File: src/rtl/piso_arb_ctrl.sv
// Round-robin front end for an external PISO: picks one of two requesters, loads its word, frames the serial bits.
// Define PISO_ARB_PARITY_EN to append one even-parity bit after each word.
module piso_arb_ctrl #(
  parameter int DATA_W     = 4,
  parameter int GAP_CYCLES = 1
) (
  input  logic              clk,
  input  logic              reset,
  input  logic              req0,
  input  logic [DATA_W-1:0] data0,
  output logic              ack0,
  input  logic              req1,
  input  logic [DATA_W-1:0] data1,
  output logic              ack1,
  output logic              piso_load,
  output logic [DATA_W-1:0] piso_din,
  input  logic              piso_dout,
  output logic              ser_out,
  output logic              ser_valid,
  output logic              ser_src,
  output logic              busy,
  output logic [2:0]        state_dbg
);

  // Handshake: reqN/dataN are sampled only in IDLE; ackN pulses for the single LOAD
  // cycle of the frame that captured wordN. A req still high afterwards is a new word.

  localparam int CNT_MAX    = (DATA_W > GAP_CYCLES) ? DATA_W : GAP_CYCLES;
  localparam int CNT_W      = $clog2(CNT_MAX + 1);
  localparam int GAP_LAST_I = (GAP_CYCLES > 0) ? GAP_CYCLES - 1 : 0;

  typedef enum logic [2:0] {
    IDLE  = 3'd0,
    LOAD  = 3'd1,
    SHIFT = 3'd2,
`ifdef PISO_ARB_PARITY_EN
    PAR   = 3'd3,
`endif
    GAP   = 3'd4
  } state_t;

  state_t             state_q, state_next;
  logic [CNT_W-1:0]   cnt_q, cnt_next;
  logic               last_q;
  logic               any_req;
  logic               win1;

  assign any_req = req0 | req1;
  // On a tie the requester not served last wins; a lone request wins outright.
  assign win1    = req1 & (~req0 | ~last_q);

  always_ff @(posedge clk) begin
    if (reset) begin
      state_q  <= IDLE;
      cnt_q    <= '0;
      last_q   <= 1'b1;
      piso_din <= '0;
      ser_src  <= 1'b0;
    end else begin
      state_q <= state_next;
      cnt_q   <= cnt_next;
      if (state_q == IDLE && any_req) begin
        piso_din <= win1 ? data1 : data0;
        ser_src  <= win1;
        last_q   <= win1;
      end
    end
  end

  always_comb begin
    state_next = state_q;
    cnt_next   = cnt_q;
    case (state_q)
      IDLE: begin
        cnt_next = '0;
        if (any_req) state_next = LOAD;
      end
      LOAD: begin
        cnt_next   = '0;
        state_next = SHIFT;
      end
      SHIFT: begin
        if (cnt_q == CNT_W'(DATA_W - 1)) begin
          cnt_next = '0;
`ifdef PISO_ARB_PARITY_EN
          state_next = PAR;
`else
          state_next = (GAP_CYCLES > 0) ? GAP : IDLE;
`endif
        end else begin
          cnt_next = cnt_q + 1'b1;
        end
      end
`ifdef PISO_ARB_PARITY_EN
      PAR: begin
        cnt_next   = '0;
        state_next = (GAP_CYCLES > 0) ? GAP : IDLE;
      end
`endif
      GAP: begin
        if (cnt_q == CNT_W'(GAP_LAST_I)) begin
          cnt_next   = '0;
          state_next = IDLE;
        end else begin
          cnt_next = cnt_q + 1'b1;
        end
      end
      default: begin
        cnt_next   = '0;
        state_next = IDLE;
      end
    endcase
  end

  always_comb begin
    ack0      = 1'b0;
    ack1      = 1'b0;
    piso_load = 1'b0;
    ser_valid = 1'b0;
    ser_out   = 1'b0;
    case (state_q)
      LOAD: begin
        piso_load = 1'b1;
        ack0      = ~ser_src;
        ack1      = ser_src;
      end
      SHIFT: begin
        ser_valid = 1'b1;
        ser_out   = piso_dout;
      end
`ifdef PISO_ARB_PARITY_EN
      PAR: begin
        ser_valid = 1'b1;
        ser_out   = ^piso_din;
      end
`endif
      default: ;
    endcase
  end

  assign busy      = (state_q != IDLE);
  assign state_dbg = state_q;

endmodule

File: config.mk
export PLATFORM = sky130hd
export DESIGN_NAME = piso_arb_ctrl
export DESIGN_NICKNAME = d
export VERILOG_FILES = /design/src/rtl/piso_arb_ctrl.sv
export SDC_FILE = /design/constraint.sdc
export NUM_CORES = 1
export LEC_CHECK = 0
export CORE_MARGIN = 2
export CORE_UTILIZATION = 36
export CTS_BUF_LIST = sky130_fd_sc_hd__clkbuf_16
export DETAILED_ROUTE_END_ITERATION = 8
export PLACE_DENSITY = 0.73
export SYNTH_ARGS = -nofsm -noshare
export SYNTH_HDL_FRONTEND = slang
export SYNTH_SLANG_ARGS = --single-unit
File: constraint.sdc
create_clock -name clk -period 1.5 [get_ports clk]
set_input_delay 0.3 -clock clk [delete_from_list [all_inputs] [get_ports clk]]
set_output_delay 0.3 -clock clk [all_outputs]
set_load 0.05 [all_outputs]
Word level (Yosys, flattened, before mapping)
Index checks and enable logic that the tools add are counted.

storage, ports and cells
  bits in registers = 12
  bits of input ports = 13
  output and inout port bits = 14
  logic and storage cells = 37

cells by class
  add/subtract/negate cells = 1
  eq/ne operators = 7
  muxes and demuxes = 13
  bitwise operators = 6
  reductions and logical operators = 5

operator list
  operator               count
  $mux W3                5
  $pmux W3 S4            1
  $eq A3 B2 Y1 const B   2
  $logic_not A3 Y1       2
  $ne A2 B2 Y1 const B   3
  $pmux W3 S2            1
  $mux W1                5
  $mux W4                1
  $add A3 B1 Y3 const B  1
  $eq A3 B1 Y1 const B   1
  $eq A3 B3 Y1 const B   1
  $not A1 Y1             3
  $reduce_and A3 Y1      1
  $reduce_bool A3 Y1     1
  $or A1 B1 Y1           2
  $and A1 B1 Y1          1
  $logic_and A1 B1 Y1    1

Depth between registers and ports, before layout
  depth after elaboration = 4
  gate-level depth with buffers = 5
  depth with buffers taken out = 5

Worst setup path before layout
No wires, ideal clock.

  kind = register -> output
  from = register state_q[0], in the netlist state_dbg[0]
  to = output port ack0
  arrival time = 2.903 ns
  required time = 1.200 ns
  path slack = -1.703 ns
  cell stages (with the launch flop) = 4
  path buffers = 1
  cell sequence = dfxtp_1 buf_6 nor3b_1 nor2b_1

on the way
  longest elaborated chain between the ends = 2

ends and longest elaborated chain
  element                   line  source
  start: declaration        42    state_t state_q, state_next;
  start signal: assignment  60    state_q <= state_next;
  $eq A3 B1 Y1              121   case (state_q)
  $mux W1                   121
  end: declaration          11    output logic ack0,

Every way passes these cells.

Final worst setup path
Ends and elaborated chain as after synthesis.

==> flow_summary_export.csv <==
group,metric,value,unit
layout,nets,128,
timing,setup_viol,1,
setup_path,r2r_end,"last_q",
clocking,tritoncts,"built",
logic_synthesis,synth_edf_count,0,
logic_synthesis,yosys_warnings,0,
setup_path,endpoint_kind,"output port",
logic_synthesis,synth-seq-cells,12,
setup_path,crit_chain,"nor3b_4 > nor2b_4 > buf_12",
global_routing,grt_first_pass_wirelength,2900,um
clocking,htree_levels,1,
timing,grt_setup_unrepaired,"yes",
setup_path,crit_path_start,"state_dbg[0]",
job,maxCapViolations,0,
floorplanning,initial_core_util,37.3,%
power_and_ir_drop,p_leak,0.525,nW
global_routing,grt_max_degree,13,
routing,num_vias,717,
setup_path,critPathCapture,"ack0",
floorplanning,die_h,45.8,um
routing,drc_errors,0,
setup_path,path_buf_inv,1,
routing,firstDrtPassIters,4,
global_routing,grt_use_total,20.7,%
clocking,cts_sinks,12,
clocking,cts-root-buf,"clkbuf_16",
logic_synthesis,avgSynthCellArea,9.26,um^2
setup_path,path_depth,3,
setup_path,start_kind,"register",
logic_synthesis,synth_nets,85,
global_routing,grt_overflow,0,
routing,drt_iter0_markers,16,
layout,final_common_cell,"buf_4",
power_and_ir_drop,total_power,1.40,mW
logic_synthesis,syn_area,629,um^2
place,io_buffers,26,
logic_synthesis,synthTopCellsByArea,"dfxtp_1 38%, ha_1 8.0%, inv_1 6.6%",
setup_path,r2r_slack,0.02,ns
timing,tightest_slew,0.447,ns
timing,period_share,100,%
timing,drv_slew,0,
timing,finalClockSkew,0.00215,ns
power_and_ir_drop,ir_worst_vdd,0.820,mV
logic_synthesis,yosysTopAreaCellShare,38.2,%
routing,drt-total-wl,1870,um
routing,vias_per_cell,5.65,
routing,ant_nets,0,
layout,seq_area,251,um^2
setup_path,critPathKind,"reg -> out",
floorplanning,core_area,0.00169,mm^2
layout,layout-drive-gt1-share,40.0,%
run_status,outcome,"complete, but fails checks",
setup_path,crit_arrival,1.20,ns
timing,slew_headroom,70.1,%
setup_path,ff2ff_path_depth,3,
clocking,insertion_delay,0.24,ns
timing,timing.final.ws_setup,-0.00275,ns
timing,setup_tns,-0.00275,ns
global_routing,grt_pass1_vias,606,
setup_path,crit_family,"simple AND/OR/NAND/NOR gates",
timing,period_minus_slack,1.50,ns
routing,wl_per_cell,14.7,um
floorplanning,die_area,0.00210,mm^2
timing,worst_hold_slack,0.473,ns
floorplanning,die_x,45.8,um
global_routing,antenna_found_initial,0,
setup_path,critPathMaxStageDelay,0.39,ns
layout,layout_common_cells,"14 x buf_4, 13 x buf_12, 12 x clkdlybuf4s50_1",
layout,area_delta_synth_final,101,%
power_and_ir_drop,p_per_area,1110,mW/mm^2
logic_synthesis,synthCells,68,
place,hpwl,1310,um
clocking,cts_buffer_depth,2,
timing,finalHoldViolCount,0,
logic_synthesis,ys.flop_type,"dfxtp_1",
layout,multi_input_area,360,um^2
timing,max_freq,665,MHz
setup_path,crit_slowest_cell,"dfxtp_4",
setup_path,critPathMaxFanout,5,
setup_path,crit_required,1.20,ns
logic_synthesis,yosysSeqAreaShare,38.2,%
logic_synthesis,synth-async-reset-ratio,0,%
setup_path,worstReg2RegStart,"state_dbg[0]",
layout,diodes,0,
logic_synthesis,synth_largest_area_cell,"dfxtp_1",
floorplanning,io_pins,27,
place,gp_congestion,0.735,
logic_synthesis,synth.distinct_cells,27,
clocking,clkTransAtPathRegs,0.04,ns
clocking,cts_made_buffers,3,
layout,fillCellCount,112,
hold_path,hp-class,"reg -> reg",
floorplanning,num_rows,15,
run_status,violations,"negative setup slack",
## area by class of cell
cell class / instances / area share [%]
flip-flops and latches: 12 / 19.9
multi-input cells: 42 / 28.5
clock buffers: 3 / 5.94
well taps: 17 / 1.68
inverters: 11 / 3.47
repair buffers: 41 / 40.2
clock inverters: 1 / 0.297
## worst register-to-register path: stages (launching register included)
cell and delay [ns]:
dfxtp_4 0.37, buf_4 0.15, or4b_4 0.53, a221o_1 0.32
## logic make-up after synthesis
| logic type | Yosys count | synth area share [%] |
|---|---|---|
| AO/OA/AOI/OAI | 16 | 20.9 |
| adder cells (fa/ha/maj) | 4 | 7.95 |
| buffers and inverters | 14 | 10.1 |
| flip-flops | 12 | 38.2 |
| AND/OR/NAND/NOR | 22 | 22.9 |
## per-stage QoR
stage / instances / util, % / area (um^2) / setup WS (ns)
2_1_floorplan: 68 / - / 678 / -0.366
3_3_place_gp: 115 / 65.9 / 1110 / -0.170
3_5_place_dp: 115 / 65.9 / 1110 / -0.202
4_1_cts: 124 / 73.0 / 1230 / -0.0188
5_1_grt: 127 / 74.8 / 1260 / -0.0505
6_report: 127 / 74.8 / 1260 / -0.00275
## repair_timing
| action | 4_1_cts | 5_1_grt |
|---|---|---|
| gates resized for setup | 2 | 2 |
| setup endpoints to repair | 4 | 7 |
| setup buffers | 5 | 3 |
| gates cloned | 0 | 0 |
| hold buffers | 0 | 0 |
| pin swaps | 3 | 3 |
| hold endpoints to repair | 0 | 0 |
## power breakdown
group	internal (mW)	total (mW)	switching (mW)
clock network	0.352	0.499	0.147
logic	0.269	0.516	0.247
registers	0.347	0.389	0.0415
total	0.968	1.40	0.436
## Yosys cell counts, types with 2 or more instances
cell and instances:
ha_1 4, o32ai_1 4, nor2b_1 3, dfxtp_1 12
nor2_1 3, a32oi_1 2, and2_1 2, inv_1 11
nor3b_1 3, a221oi_1 4, nor3_1 3, nand2_1 2
## worst min path at each step
stage,from,endpoint,slack (ns),cells after the start
after floorplan,reset,cnt_q[1],0.38,1
after global placement,cnt_q[0],cnt_q[0],0.44,1
after detailed placement,cnt_q[0],cnt_q[0],0.46,1
after CTS,cnt_q[0],cnt_q[0],0.47,1
after global routing,cnt_q[0],cnt_q[0],0.49,1
final,cnt_q[0],cnt_q[0],0.47,1
## flip-flops by register name, indices dropped and copies added (netlist names)
register / flops
cnt_q: 3
last_q: 1
piso_din: 4
ser_src: 1
state_dbg: 3
## routing by layer
metal | vias to the layer above | wire length (um) | global-route usage, %
met5 | - | 0 | 0
met4 | 0 | 66 | 12.6
met3 | 7 | 129 | 7.14
met2 | 37 | 968 | 33.0
met1 | 335 | 704 | 23.7
li1 | 338 | - | -
Note: power is estimated with default switching activity, not from simulation.
